--- config.mk ---
export PLATFORM = sky130hd
export DESIGN_NAME = sraml_bus_arbiter
export DESIGN_NICKNAME = d
export VERILOG_FILES = /design/src/rtl/sraml_bus_arbiter.sv
export SDC_FILE = /design/constraint.sdc
export NUM_CORES = 1
export LEC_CHECK = 0
export CAP_MARGIN = 20
export CORE_AREA = 5 5 117 119
export DETAILED_ROUTE_END_ITERATION = 12
export DIE_AREA = 0 0 122 124
export PLACE_DENSITY = 0.74
export SKIP_LAST_GASP = 1
export SYNTH_ARGS = -nofsm -noshare
export SYNTH_HDL_FRONTEND = slang
export SYNTH_SLANG_ARGS = --single-unit
--- constraint.sdc ---
create_clock -name clk -period 3.2 [get_ports clk]
set_input_delay 0.8 -clock clk [delete_from_list [all_inputs] [get_ports clk]]
set_output_delay 0.8 -clock clk [all_outputs]
set_load 0.1 [all_outputs]
--- src/rtl/sraml_bus_arbiter.sv ---
// sraml_bus_arbiter
//   Shares one SRAM-like master port between the instruction-fetch and the
//   load/store SRAM-like bridges. One transaction is in flight at a time: the
//   winner's request is latched, driven on the shared port, and the slave's
//   addr_ok / data_ok / rdata are steered back to the owner.
//
//   Optional feature macro: SRAML_ARB_RR_EN
//     defined   : round-robin on a tie (grant the side opposite the last grant)
//     undefined : fixed priority, data side wins a tie
//
// Ports
//   clk, rst                       clock, synchronous active-high reset
//   inst_req/wr/size/addr/wdata    instruction-side request
//   inst_addr_ok/data_ok/rdata     instruction-side responses
//   data_req/wr/size/addr/wdata    data-side request
//   data_addr_ok/data_ok/rdata     data-side responses
//   req/wr/size/addr/wdata         shared master request (registered)
//   addr_ok/data_ok/rdata          slave handshakes and read data
module sraml_bus_arbiter #(
  parameter int DW = 32
) (
  input  logic          clk,
  input  logic          rst,
  input  logic          inst_req,
  input  logic          inst_wr,
  input  logic [1:0]    inst_size,
  input  logic [DW-1:0] inst_addr,
  input  logic [DW-1:0] inst_wdata,
  output logic          inst_addr_ok,
  output logic          inst_data_ok,
  output logic [DW-1:0] inst_rdata,
  input  logic          data_req,
  input  logic          data_wr,
  input  logic [1:0]    data_size,
  input  logic [DW-1:0] data_addr,
  input  logic [DW-1:0] data_wdata,
  output logic          data_addr_ok,
  output logic          data_data_ok,
  output logic [DW-1:0] data_rdata,
  output logic          req,
  output logic          wr,
  output logic [1:0]    size,
  output logic [DW-1:0] addr,
  output logic [DW-1:0] wdata,
  input  logic          addr_ok,
  input  logic          data_ok,
  input  logic [DW-1:0] rdata
);

  typedef enum logic [1:0] {S_IDLE, S_ADDR, S_DATA} state_t;

  state_t        r_state;
  logic          r_owner;   // 0 = inst, 1 = data
  logic          r_req;
  logic          r_wr;
  logic [1:0]    r_size;
  logic [DW-1:0] r_addr;
  logic [DW-1:0] r_wdata;

  logic w_aok;
  logic w_dok;
  logic w_arb;
  logic w_any;
  logic w_pick_data;

  // Slave handshakes only count in the phase that expects them; a data_ok
  // arriving together with addr_ok in ADDR completes the transaction at once.
  assign w_aok = (r_state == S_ADDR) & addr_ok;
  assign w_dok = ((r_state == S_DATA) & data_ok) | (w_aok & data_ok);
  // Arbitrate whenever the port is free, including the completing cycle, so
  // back-to-back requests chain without an IDLE bubble.
  assign w_arb = (r_state == S_IDLE) | w_dok;
  assign w_any = inst_req | data_req;

`ifdef SRAML_ARB_RR_EN
  logic r_rr_last;          // last granted side, 1 = data
  assign w_pick_data = (inst_req & data_req) ? ~r_rr_last : data_req;
`else
  assign w_pick_data = data_req;
`endif

  always_ff @(posedge clk) begin
    if (rst) begin
      r_state <= S_IDLE;
      r_owner <= 1'b0;
      r_req   <= 1'b0;
      r_wr    <= 1'b0;
      r_size  <= '0;
      r_addr  <= '0;
      r_wdata <= '0;
`ifdef SRAML_ARB_RR_EN
      r_rr_last <= 1'b1;
`endif
    end else if (w_arb) begin
      if (w_any) begin
        r_state <= S_ADDR;
        r_req   <= 1'b1;
        r_owner <= w_pick_data;
        r_wr    <= w_pick_data ? data_wr    : inst_wr;
        r_size  <= w_pick_data ? data_size  : inst_size;
        r_addr  <= w_pick_data ? data_addr  : inst_addr;
        r_wdata <= w_pick_data ? data_wdata : inst_wdata;
`ifdef SRAML_ARB_RR_EN
        r_rr_last <= w_pick_data;
`endif
      end else begin
        r_state <= S_IDLE;
        r_req   <= 1'b0;
      end
    end else if (w_aok) begin
      r_state <= S_DATA;
      r_req   <= 1'b0;
    end
  end

  assign req   = r_req;
  assign wr    = r_wr;
  assign size  = r_size;
  assign addr  = r_addr;
  assign wdata = r_wdata;

  assign inst_addr_ok = w_aok & ~r_owner;
  assign data_addr_ok = w_aok &  r_owner;
  assign inst_data_ok = w_dok & ~r_owner;
  assign data_data_ok = w_dok &  r_owner;

  // Read data is broadcast; consumers qualify it with their data_ok.
  assign inst_rdata = rdata;
  assign data_rdata = rdata;

endmodule

==> After elaboration in Yosys (flattened, before gate mapping) <==
Cells that the tools add are included.
{ "word_totals": {"regBits": 71, "inputBits": 172, "out_inout_bits": 136, "word_cells": 33} }
{ "op_classes": {"n_eq_ne": 2, "n_mux": 10, "n_bitwise": 11, "n_reduce_logical": 3} }
{ "op_table": {"columns": ["cell", "n"], "rows": [
  ["$mux W32", 2],
  ["$and A1 B1 Y1", 7],
  ["$mux W2", 3],
  ["$mux W1", 5],
  ["$or A1 B1 Y1", 3],
  ["$eq A2 B1 Y1 const B", 1],
  ["$eq A2 B2 Y1 const B", 1],
  ["$logic_not A2 Y1", 1],
  ["$reduce_and A2 Y1", 1],
  ["$reduce_bool A2 Y1", 1],
  ["$not A1 Y1", 1]
]} }

==> Logic depth before layout (Yosys ltp) <==
Gate-level depths: netlist (run 1).
{ "logic_depth": {"depth_word": 6, "depth_mapped": 6, "mapped_depth_nobuf": 3} }

==> Worst setup path before layout (run 1) <==
OpenSTA, ideal clock, no wires.
{ "synth_timing": {"path_type": "register to output", "from": "register r_state[0]", "to": "output port data_addr_ok", "t_arrival_ps": 3256, "t_required_ps": 2400, "setup_slack_ps": -856, "path_stages_with_launch": 3, "cell_sequence": "dfxtp_1 > nand2_1 > nor3_1"} }
{ "synth_via": {"elab_chain_len": 3} }
{ "synth_lines": {"columns": ["element", "line_no", "text"], "rows": [
  ["from (decl)", "52", "state_t r_state;"],
  ["from (signal assigned)", "84", "r_state <= S_IDLE;"],
  ["from (signal assigned)", "96", "r_state <= S_ADDR;"],
  ["from (signal assigned)", "107", "r_state <= S_IDLE;"],
  ["$eq A2 B1 Y1", "68", "assign w_aok = (r_state == S_ADDR) & addr_ok;"],
  ["$and A1 B1 Y1", "68", null],
  ["$and A1 B1 Y1", "123", "assign data_addr_ok = w_aok & r_owner;"],
  ["to (decl)", "37", "output logic data_addr_ok,"]
]} }
No other way between the ends.

==> Worst setup path after layout (run 1) <==
{ "layout_timing": {"from": "input port addr_ok", "to": "output port inst_data_ok"} }
{ "layout_via": {"elab_chain_len": 4} }
{ "layout_lines": {"columns": ["element", "line_no", "text"], "rows": [
  ["from (decl)", "45", "input logic addr_ok,"],
  ["$and A1 B1 Y1", "68", null],
  ["$and A1 B1 Y1", "69", "assign w_dok = ((r_state == S_DATA) & data_ok) | (w_aok & data_ok);"],
  ["$or A1 B1 Y1", "69", null],
  ["$and A1 B1 Y1", "124", "assign inst_data_ok = w_dok & ~r_owner;"],
  ["to (decl)", "30", "output logic inst_data_ok,"]
]} }
No other way between the ends.

==> impl_metrics.env, run 1 <==
export IMPL_drc=0
export IMPL_instances_no_fill=763
export IMPL_die_area_sq_mm=0.0151
export IMPL_route_layer_met1_wl_um=4940
export IMPL_register_area_sq_mm=0.00140
export IMPL_antenna_cells=0
export IMPL_coreArea_sq_mm=0.0125
export IMPL_routedWlPerCell_um=16.6
export IMPL_seq_power_share_pct=29.5
export IMPL_yosysSeqAreaShare_pct=35.1
export IMPL_clkLatencyLatePin_ns=0.32
export IMPL_rr_startpoint="r_state[1]"
export IMPL_synth_nets=637
export IMPL_num_vias=3753
export IMPL_syn_inst=465
export IMPL_grt_pass1_vias=3833
export IMPL_pre_cts_ws_ns=0.413
export IMPL_die_y_um=124
export IMPL_hpwl_um=9410
export IMPL_end_kind="output pin"
export IMPL_drive_gt1_share_pct=20.6
export IMPL_cts_tree="built"
export IMPL_grt_max_degree=69
export IMPL_fill_cells=1209
export IMPL_synth_edff_count=0
export IMPL_cts_sinks=70
export IMPL_cts_setup_buffers=0
export IMPL_final_nets=758
export IMPL_period_minus_slack_ns=2.79
export IMPL_die_w_um=122
export IMPL_skew_ns=0.00614
export IMPL_start_util_pct=32.0
export IMPL_cts_repair_resized=0
export IMPL_wl_um=12700
export IMPL_slew_headroom_pct=36.7
export IMPL_power_leakage_nw=2.35
export IMPL_clkTransAtPathRegs_ns=0.05
export IMPL_switching_share_pct=40.1
export IMPL_worst_slack_ns=0.410
export IMPL_critPathMaxFanout=4
export IMPL_maxCapViolations=0
export IMPL_p_clk_share_pct=30.7
export IMPL_design_area_sq_mm=0.00593
export IMPL_async_flop_share_pct=0
export IMPL_crit_required_ns=2.40
export IMPL_outcome="completed"
export IMPL_hold_class="register to register"
export IMPL_firstDrtPassIters=4
export IMPL_fin_crit_sh_pct=87.2
export IMPL_powerDensity_mw_per_mm2=583
export IMPL_clock_path_buffers=2
export IMPL_dpl_cell_count=747
export IMPL_netlist_area_leader_share_pct=35.1
export IMPL_grt_setup_unrepaired="false"
export IMPL_synth_top_family_by_area="compound AO/OA/AOI/OAI gates"
export IMPL_overflow=0
export IMPL_p_sw_mw=1.39
export IMPL_routed_via_density=4.92
export IMPL_ys_warn_count=0
export IMPL_p_total_mw=3.46
export IMPL_root_buffer="clkbuf_16"
export IMPL_p_int_mw=2.07
export IMPL_row_count=41
export IMPL_synth_simple_area_share_pct=7.69
export IMPL_startpoint_type="primary input"
export IMPL_hold_buffers=0
export IMPL_area_delta_synth_final_pct=48.7
export IMPL_grt_pass1_wl_um=19100
export IMPL_hold_slack_ns=0.458
export IMPL_highest_layer="met4"
export IMPL_yosys_top_cells_count="70 x dfxtp_1, 70 x inv_1, 64 x buf_4, 64 x nor2_1, 60 x o2bb2ai_1"
export IMPL_place_area_sq_mm=0.00562
export IMPL_ys_flop_type="dfxtp_1"
export IMPL_hold_viol=0
export IMPL_drt_initial_drc_count=125
export IMPL_slew_viol_final=0
export IMPL_synth_compound_area_share_pct=33.4
export IMPL_hold_start="wdata[21]"
export IMPL_track_usage_pct=15.8
export IMPL_syn_avg_cell_area_sq_um=8.58
export IMPL_ys_types=26
export IMPL_synth_seq_cells=70
export IMPL_worstSetupPathType="primary input to output pin"
export IMPL_gp_congestion=0.761
export IMPL_synth_area_sq_mm=0.00399
export IMPL_synthTopCellsByArea="dfxtp_1 35%, o2bb2ai_1 13%, buf_4 12%, a221oi_1 10%, a221oi_2 7.9%"
export IMPL_synth_xor_area_share_pct=0
export IMPL_ff2ff_setup_slack_ns=1.20
export IMPL_cts_buffers=9
export IMPL_finalSetupViolations=0
export IMPL_antenna_found_initial=0
export IMPL_startpoint="addr_ok"
export IMPL_max_vdd_ir_drop_mv=0.277
export IMPL_power_frac_comb_pct=39.8
export IMPL_port_buffers=211
export IMPL_wl_met2_um=6370
export IMPL_ant_nets=0
export IMPL_synth_adder_area_share_pct=0
export IMPL_worst_endpoint_arrival_ns=1.99
export IMPL_path_cells="clkdlybuf4s50_1, and3b_1, o21ai_0, nor2_1, buf_12"
export IMPL_io_pin_count=308
export IMPL_post_route_util_pct=47.6
export IMPL_max_stage_delay_ns=0.53
export IMPL_synth_area_leader_cell="dfxtp_1"
export IMPL_route_met3_wl_um=995
export IMPL_setup_tns_final_ns=0
export IMPL_h_tree_depth=3
export IMPL_muxShareOfSynthArea_pct=0
export IMPL_max_freq_mhz=358
export IMPL_worst_slew_pin_slew_ns=0.950
export IMPL_slowest_stage="clkdlybuf4s50_1"
export IMPL_multi_input_comb_area_sq_mm=0.00168
## cells by family after synthesis
group,count (synthesis)
buf+inv,179
simple gates,75
flops,70
compound gates,141
## final timing paths
kind | endpoint | depth (start not counted)
max | inst_data_ok | 5
min | wdata[21] | 2
max reg2reg | addr[18] | 3
min reg2reg | wdata[21] | 2
## worst max-delay path, delay by kind of cell
kind | cells | cell delay (ns)
buffers and inverters | 2 | 0.73
AOI/OAI and AO/OA | 1 | 0.10
and+or+nand+nor | 2 | 0.35
## sequential cells by signal (all words and copies together), names as in the netlist
name and cells:
addr 32, wdata 32, r_state 2, size 2
r_owner 1, wr 1
## power by group through the flow
stage	combinational [mW]	sequential, mW	clock [mW]
floorplan	0.694	1.70	0
global placement	1.37	1.04	0
detailed placement	1.38	1.04	0
CTS	1.39	1.02	1.09
global route	1.43	1.03	1.13
finish	1.38	1.02	1.06
## cells in the final DEF (no fill, tap or decap), types with 8 or more instances in the layout
cell type	netlist	final
o2bb2ai_1	60	60
a221oi_2	21	21
a221oi_1	46	46
clkdlybuf4s50_1	0	136
nor2_1	64	64
buf_4	64	72
clkbuf_16	0	9
inv_1	70	70
o22ai_1	8	8
dfxtp_1	70	70
## layout make-up
type | instances | share of cell area, %
inverters | 71 | 4.49
multi-input cells | 216 | 28.3
repair buffers | 218 | 34.7
clock buffers | 12 | 4.15
well taps | 172 | 3.63
clock inverters | 4 | 1.18
flip-flops and latches | 70 | 23.6
## layer usage
layer  vias to the layer above  GRT usage [%]
met5                         -              0
met4                         0           7.35
met3                        45           3.81
met2                       149           28.1
met1                      1735           17.9
li1                       1824              -
Power figures use the tool's default switching activity.
==> run 2, diff against run 1 <==
--- a/config.mk
+++ b/config.mk
@@ -5,11 +5,10 @@
 export SDC_FILE = /design/constraint.sdc
 export NUM_CORES = 1
 export LEC_CHECK = 0
-export CAP_MARGIN = 20
-export CORE_AREA = 5 5 117 119
+export CORE_AREA = 2 2 120 122
 export DETAILED_ROUTE_END_ITERATION = 12
 export DIE_AREA = 0 0 122 124
-export PLACE_DENSITY = 0.74
+export PLACE_DENSITY = 0.67
 export SKIP_LAST_GASP = 1
 export SYNTH_ARGS = -nofsm -noshare
 export SYNTH_HDL_FRONTEND = slang
==> impl_metrics.env, run 2 (synthesized netlist as in run 1, its figures left out) <==
export IMPL_startpoint_type="primary input"
export IMPL_post_route_util_pct=43.1
export IMPL_drt_initial_drc_count=171
export IMPL_critPathMaxFanout=4
export IMPL_hold_buffers=0
export IMPL_die_y_um=124
export IMPL_grt_max_degree=69
export IMPL_worstSetupPathType="primary input to output pin"
export IMPL_wl_um=12400
export IMPL_power_leakage_nw=2.34
export IMPL_hold_end="wdata[20]"
export IMPL_hold_viol=0
export IMPL_hold_depth=2
export IMPL_coreArea_sq_mm=0.0137
export IMPL_crit_required_ns=2.40
export IMPL_r2r_end="addr[14]"
export IMPL_fin_crit_sh_pct=87.8
export IMPL_multi_input_comb_area_sq_mm=0.00168
export IMPL_ff2ff_setup_slack_ns=1.19
export IMPL_use_met3_pct=3.34
export IMPL_cts_tree="built"
export IMPL_start_util_pct=29.1
export IMPL_final_nets=760
export IMPL_end_kind="output pin"
export IMPL_grt_pass1_vias=3696
export IMPL_grt_pass1_wl_um=18600
export IMPL_clock_path_buffers=2
export IMPL_rr_startpoint="r_state[1]"
export IMPL_antenna_cells=0
export IMPL_slew_headroom_pct=37.2
export IMPL_max_freq_mhz=356
export IMPL_h_tree_depth=3
export IMPL_grt_met1_usage_pct=17.5
export IMPL_fill_cells=1367
export IMPL_hold_start="wdata[20]"
export IMPL_ant_nets=0
export IMPL_firstDrtPassIters=4
export IMPL_max_vdd_ir_drop_mv=0.217
export IMPL_register_area_sq_mm=0.00140
export IMPL_drc=0
export IMPL_skew_ns=0.00407
export IMPL_hold_class="register to register"
export IMPL_maxCapViolations=0
export IMPL_finalSetupViolations=0
export IMPL_grt_setup_unrepaired="false"
export IMPL_clkTransAtPathRegs_ns=0.05
export IMPL_io_pin_count=308
export IMPL_routedWlPerCell_um=16.0
export IMPL_hold_slack_ns=0.459
export IMPL_drive_gt1_share_pct=20.7
export IMPL_die_w_um=122
export IMPL_die_area_sq_mm=0.0151
export IMPL_gp_congestion=0.723
export IMPL_grt_busiest_layer="met2"
export IMPL_port_buffers=211
export IMPL_routed_via_density=4.85
export IMPL_cts_repair_resized=0
export IMPL_clkLatencyLatePin_ns=0.32
export IMPL_root_buffer="clkbuf_16"
export IMPL_overflow=0
export IMPL_hpwl_um=9120
export IMPL_powerDensity_mw_per_mm2=568
export IMPL_antenna_found_initial=0
export IMPL_area_delta_synth_final_pct=48.2
export IMPL_cts_setup_buffers=0
export IMPL_worst_slew_pin_slew_ns=0.942
export IMPL_cts_buffers=9
export IMPL_met2_usage_pct=28.8
export IMPL_outcome="completed"
export IMPL_worst_endpoint_arrival_ns=2.01
export IMPL_track_usage_pct=15.7
export IMPL_reg2reg_depth=3
export IMPL_mostFrequentLayoutCells="136 x clkdlybuf4s50_1, 75 x buf_4, 70 x inv_1, 70 x dfxtp_1, 64 x nor2_1"
export IMPL_period_minus_slack_ns=2.81
export IMPL_cts_sinks=70
export IMPL_slew_viol_final=0
export IMPL_num_vias=3746
export IMPL_row_count=43
export IMPL_mostFrequentLayoutCell="clkdlybuf4s50_1"
## run 2: final cells by class
cell class | instances | share of cell area, %
Timing Repair Buffer | 220 | 34.8
Clock inverter | 4 | 0.804
Sequential cell | 70 | 23.7
Multi-Input combinational cell | 216 | 28.4
Tap cell | 180 | 3.81
Inverter | 71 | 4.51
Clock buffer | 12 | 4.00
## run 2: stage by stage
stage          TNS [ns]  power (mW)  setup slack (ns)  area [sq um]  cells
6_report              0        3.36             0.389          5910    773
3_3_place_gp          0        2.41             0.418          5630    757
5_1_grt               0        3.50             0.320          5910    773
3_5_place_dp          0        2.42             0.382          5630    757
4_1_cts               0        3.40             0.382          5910    773
2_1_floorplan    -0.540        2.39            -0.219          4010    465
## run 2: critical path, stage by stage
cell	delay (ns)
clkdlybuf4s50_1	0.51
and3b_1	0.17
o21ai_0	0.10
nor2_1	0.21
buf_12	0.21
## run 2: power breakdown
part	total [mW]	internal, mW	switching [mW]	leakage (nW)
clock	0.961	0.601	0.359	0.137
sequential	1.02	0.968	0.0531	0.584
combinational	1.37	0.400	0.974	1.62
## run 2: how the worst max path moves through the flow
stage | from | endpoint | depth (start not counted)
6_report | addr_ok | data_data_ok | 5
5_1_grt | addr_ok | data_data_ok | 5
4_1_cts | addr_ok | data_data_ok | 5
3_5_place_dp | addr_ok | data_data_ok | 5
3_3_place_gp | addr_ok | inst_data_ok | 5
2_1_floorplan | r_state[0] | data_data_ok | 3
## run 2: layer usage
layer	vias up	share of wire, %
li1	1832	-
met2	140	51
met1	1747	39
met5	-	0
met3	27	7.6
met4	0	2.0
==> run 3, diff against run 2 <==
--- a/config.mk
+++ b/config.mk
@@ -5,11 +5,12 @@
 export SDC_FILE = /design/constraint.sdc
 export NUM_CORES = 1
 export LEC_CHECK = 0
+export ABC_AREA = 1
 export CORE_AREA = 2 2 120 122
 export DETAILED_ROUTE_END_ITERATION = 12
 export DIE_AREA = 0 0 122 124
-export PLACE_DENSITY = 0.67
-export SKIP_LAST_GASP = 1
+export PLACE_DENSITY = 0.7
+export SKIP_CTS_REPAIR_TIMING = 1
 export SYNTH_ARGS = -nofsm -noshare
 export SYNTH_HDL_FRONTEND = slang
 export SYNTH_SLANG_ARGS = --single-unit
==> impl_metrics.env, run 3 <==
export IMPL_ys_flop_type="dfxtp_1"
export IMPL_fill_cells=1420
export IMPL_ant_nets=0
export IMPL_overflow=0
export IMPL_final_nets=899
export IMPL_worst_endpoint_arrival_ns=1.95
export IMPL_synth_area_leader_cell="dfxtp_1"
export IMPL_synth_nets=785
export IMPL_num_vias=4270
export IMPL_ys_warn_count=0
export IMPL_grt_busiest_layer="met2"
export IMPL_wl_um=13300
export IMPL_place_area_sq_mm=0.00597
export IMPL_finalSetupViolations=0
export IMPL_gp_congestion=0.805
export IMPL_die_y_um=124
export IMPL_synthTopCellsByArea="dfxtp_1 32%, nand2_1 12%, buf_4 12%, a21oi_2 9.9%, a21boi_0 9.7%"
export IMPL_grt_pass1_vias=3815
export IMPL_mostFrequentLayoutCells="142 x nand2_1, 138 x clkdlybuf4s50_1, 72 x nor2_1, 70 x dfxtp_1, 70 x buf_4"
export IMPL_max_freq_mhz=364
export IMPL_hpwl_um=9690
export IMPL_end_kind="output pin"
export IMPL_h_tree_depth=3
export IMPL_critPathMaxFanout=3
export IMPL_hold_end="addr[16]"
export IMPL_worstSetupPathType="primary input to output pin"
export IMPL_p_total_mw=3.66
export IMPL_fin_crit_sh_pct=85.8
export IMPL_p_clk_share_pct=27.7
export IMPL_syn_avg_cell_area_sq_um=7.18
export IMPL_hold_depth=2
export IMPL_track_usage_pct=16.7
export IMPL_synth_most_common_cell="nand2_1"
export IMPL_antenna_found_initial=0
export IMPL_synth_edff_count=0
export IMPL_die_area_sq_mm=0.0151
export IMPL_hold_class="register to register"
export IMPL_drt_initial_drc_count=285
export IMPL_clkTransAtPathRegs_ns=0.05
export IMPL_drc=0
export IMPL_max_vdd_ir_drop_mv=0.293
export IMPL_p_sw_mw=1.56
export IMPL_coreArea_sq_mm=0.0137
export IMPL_period_minus_slack_ns=2.75
export IMPL_routedWlPerCell_um=14.6
export IMPL_mostFrequentLayoutCell="nand2_1"
export IMPL_yosys_top_cells_count="143 x nand2_1, 72 x nor2_1, 70 x buf_4, 70 x dfxtp_1, 68 x nand3_1"
export IMPL_row_count=43
export IMPL_netlist_area_leader_share_pct=31.8
export IMPL_area_delta_synth_final_pct=42.5
export IMPL_r2r_end="wdata[14]"
export IMPL_die_w_um=122
export IMPL_crit_required_ns=2.40
export IMPL_port_buffers=211
export IMPL_firstDrtPassIters=6
export IMPL_grt_pass1_wl_um=19600
export IMPL_clock_path_buffers=2
export IMPL_hold_viol=0
export IMPL_ff2ff_setup_slack_ns=1.56
export IMPL_cts_tree="built"
export IMPL_dpl_cell_count=896
export IMPL_grt_max_degree=67
export IMPL_drive_gt1_share_pct=20.5
export IMPL_skew_ns=0.00496
export IMPL_syn_inst=613
export IMPL_reg2reg_depth=8
export IMPL_io_pin_count=308
export IMPL_startpoint_type="primary input"
export IMPL_hold_start="addr[16]"
export IMPL_root_buffer="clkbuf_16"
export IMPL_met2_usage_pct=31.5
export IMPL_switching_share_pct=42.6
export IMPL_power_leakage_nw=2.75
export IMPL_p_int_mw=2.10
export IMPL_outcome="completed"
export IMPL_clkLatencyLatePin_ns=0.33
export IMPL_use_met3_pct=4.99
export IMPL_async_flop_share_pct=0
export IMPL_routed_via_density=4.68
export IMPL_seq_power_share_pct=28.6
export IMPL_slew_viol_final=0
export IMPL_powerDensity_mw_per_mm2=584
export IMPL_synth_seq_cells=70
export IMPL_start_util_pct=32.1
export IMPL_instances_no_fill=912
export IMPL_ys_types=17
export IMPL_worst_slew_pin_slew_ns=0.841
export IMPL_antenna_cells=0
export IMPL_cts_sinks=70
export IMPL_slew_headroom_pct=43.8
export IMPL_grt_setup_unrepaired="false"
export IMPL_design_area_sq_mm=0.00627
export IMPL_cts_buffers=9
export IMPL_rr_startpoint="r_state[0]"
export IMPL_power_frac_comb_pct=43.7
export IMPL_yosysSeqAreaShare_pct=31.8
export IMPL_synth_area_sq_mm=0.00440
export IMPL_grt_met1_usage_pct=17.5
export IMPL_maxCapViolations=0
-- run 3: cell count changes after synthesis, moves of 21 or more --
cell,before,now
a21boi_0,0,57
a21oi_2,0,50
a221oi_1,46,0
a221oi_2,21,0
inv_1,70,3
nand2_1,1,143
nand3_1,1,68
o2bb2ai_1,60,0
-- run 3: metal layers --
| layer | vias up | part of all wire (%) | wire [um] |
|---|---|---|---|
| li1 | 2166 | - | - |
| met2 | 205 | 52 | 6890 |
| met4 | 0 | 1.8 | 244 |
| met5 | - | 0 | 0 |
| met1 | 1883 | 37 | 4930 |
| met3 | 16 | 9.4 | 1260 |
-- run 3: kinds of logic after synthesis --
kind of cell           synth area share, %
buffers and inverters                 18.2
and+or+nand+nor                       26.4
AOI/OAI and AO/OA                     23.6
DFF                                   31.8
-- run 3: critical path, cell delays in order --
cell and delay [ns]:
clkdlybuf4s50_1 0.45, inv_1 0.04, a21oi_1 0.11, nand2_1 0.14, nor2_1 0.21, buf_12 0.20
-- run 3: stage by stage --
step	hold WS [ns]	utilization (%)	TNS [ns]	worst slack, ns
floorplan	0.460	-	-0.522	-0.131
global placement	0.464	43.5	0	0.480
detailed placement	0.472	43.5	0	0.464
CTS	0.487	45.7	0	0.454
global route	0.509	45.7	0	0.387
finish	0.479	45.7	0	0.455
-- run 3: power groups by stage --
stage          clock network [mW]  logic, mW  registers [mW]
6_report                     1.01       1.60            1.05
5_1_grt                      1.10       1.69            1.06
4_1_cts                      1.05       1.61            1.05
3_5_place_dp                    0       1.61            1.07
3_3_place_gp                    0       1.60            1.06
2_1_floorplan                   0      0.820            1.80
-- run 3: worst max path at each step --
stage                           from            to  slack, ns  cells after the start
final                        data_ok  inst_data_ok       0.45                      6
after global routing         addr_ok  inst_data_ok       0.39                      6
after CTS                    addr_ok  inst_data_ok       0.45                      6
after detailed placement     addr_ok  inst_data_ok       0.46                      6
after global placement       data_ok  inst_data_ok       0.48                      6
after floorplan           r_state[0]  data_addr_ok      -0.13                      2
-- run 3: area by class of cell --
class	instances	area [sq um]	area share (%)
repair buffers	219	2110	33.7
flip-flops and latches	70	1400	22.3
clock inverters	3	42.5	0.678
clock buffers	13	260	4.15
inverters	5	18.8	0.299
well taps	180	225	3.59
multi-input cells	422	2210	35.3
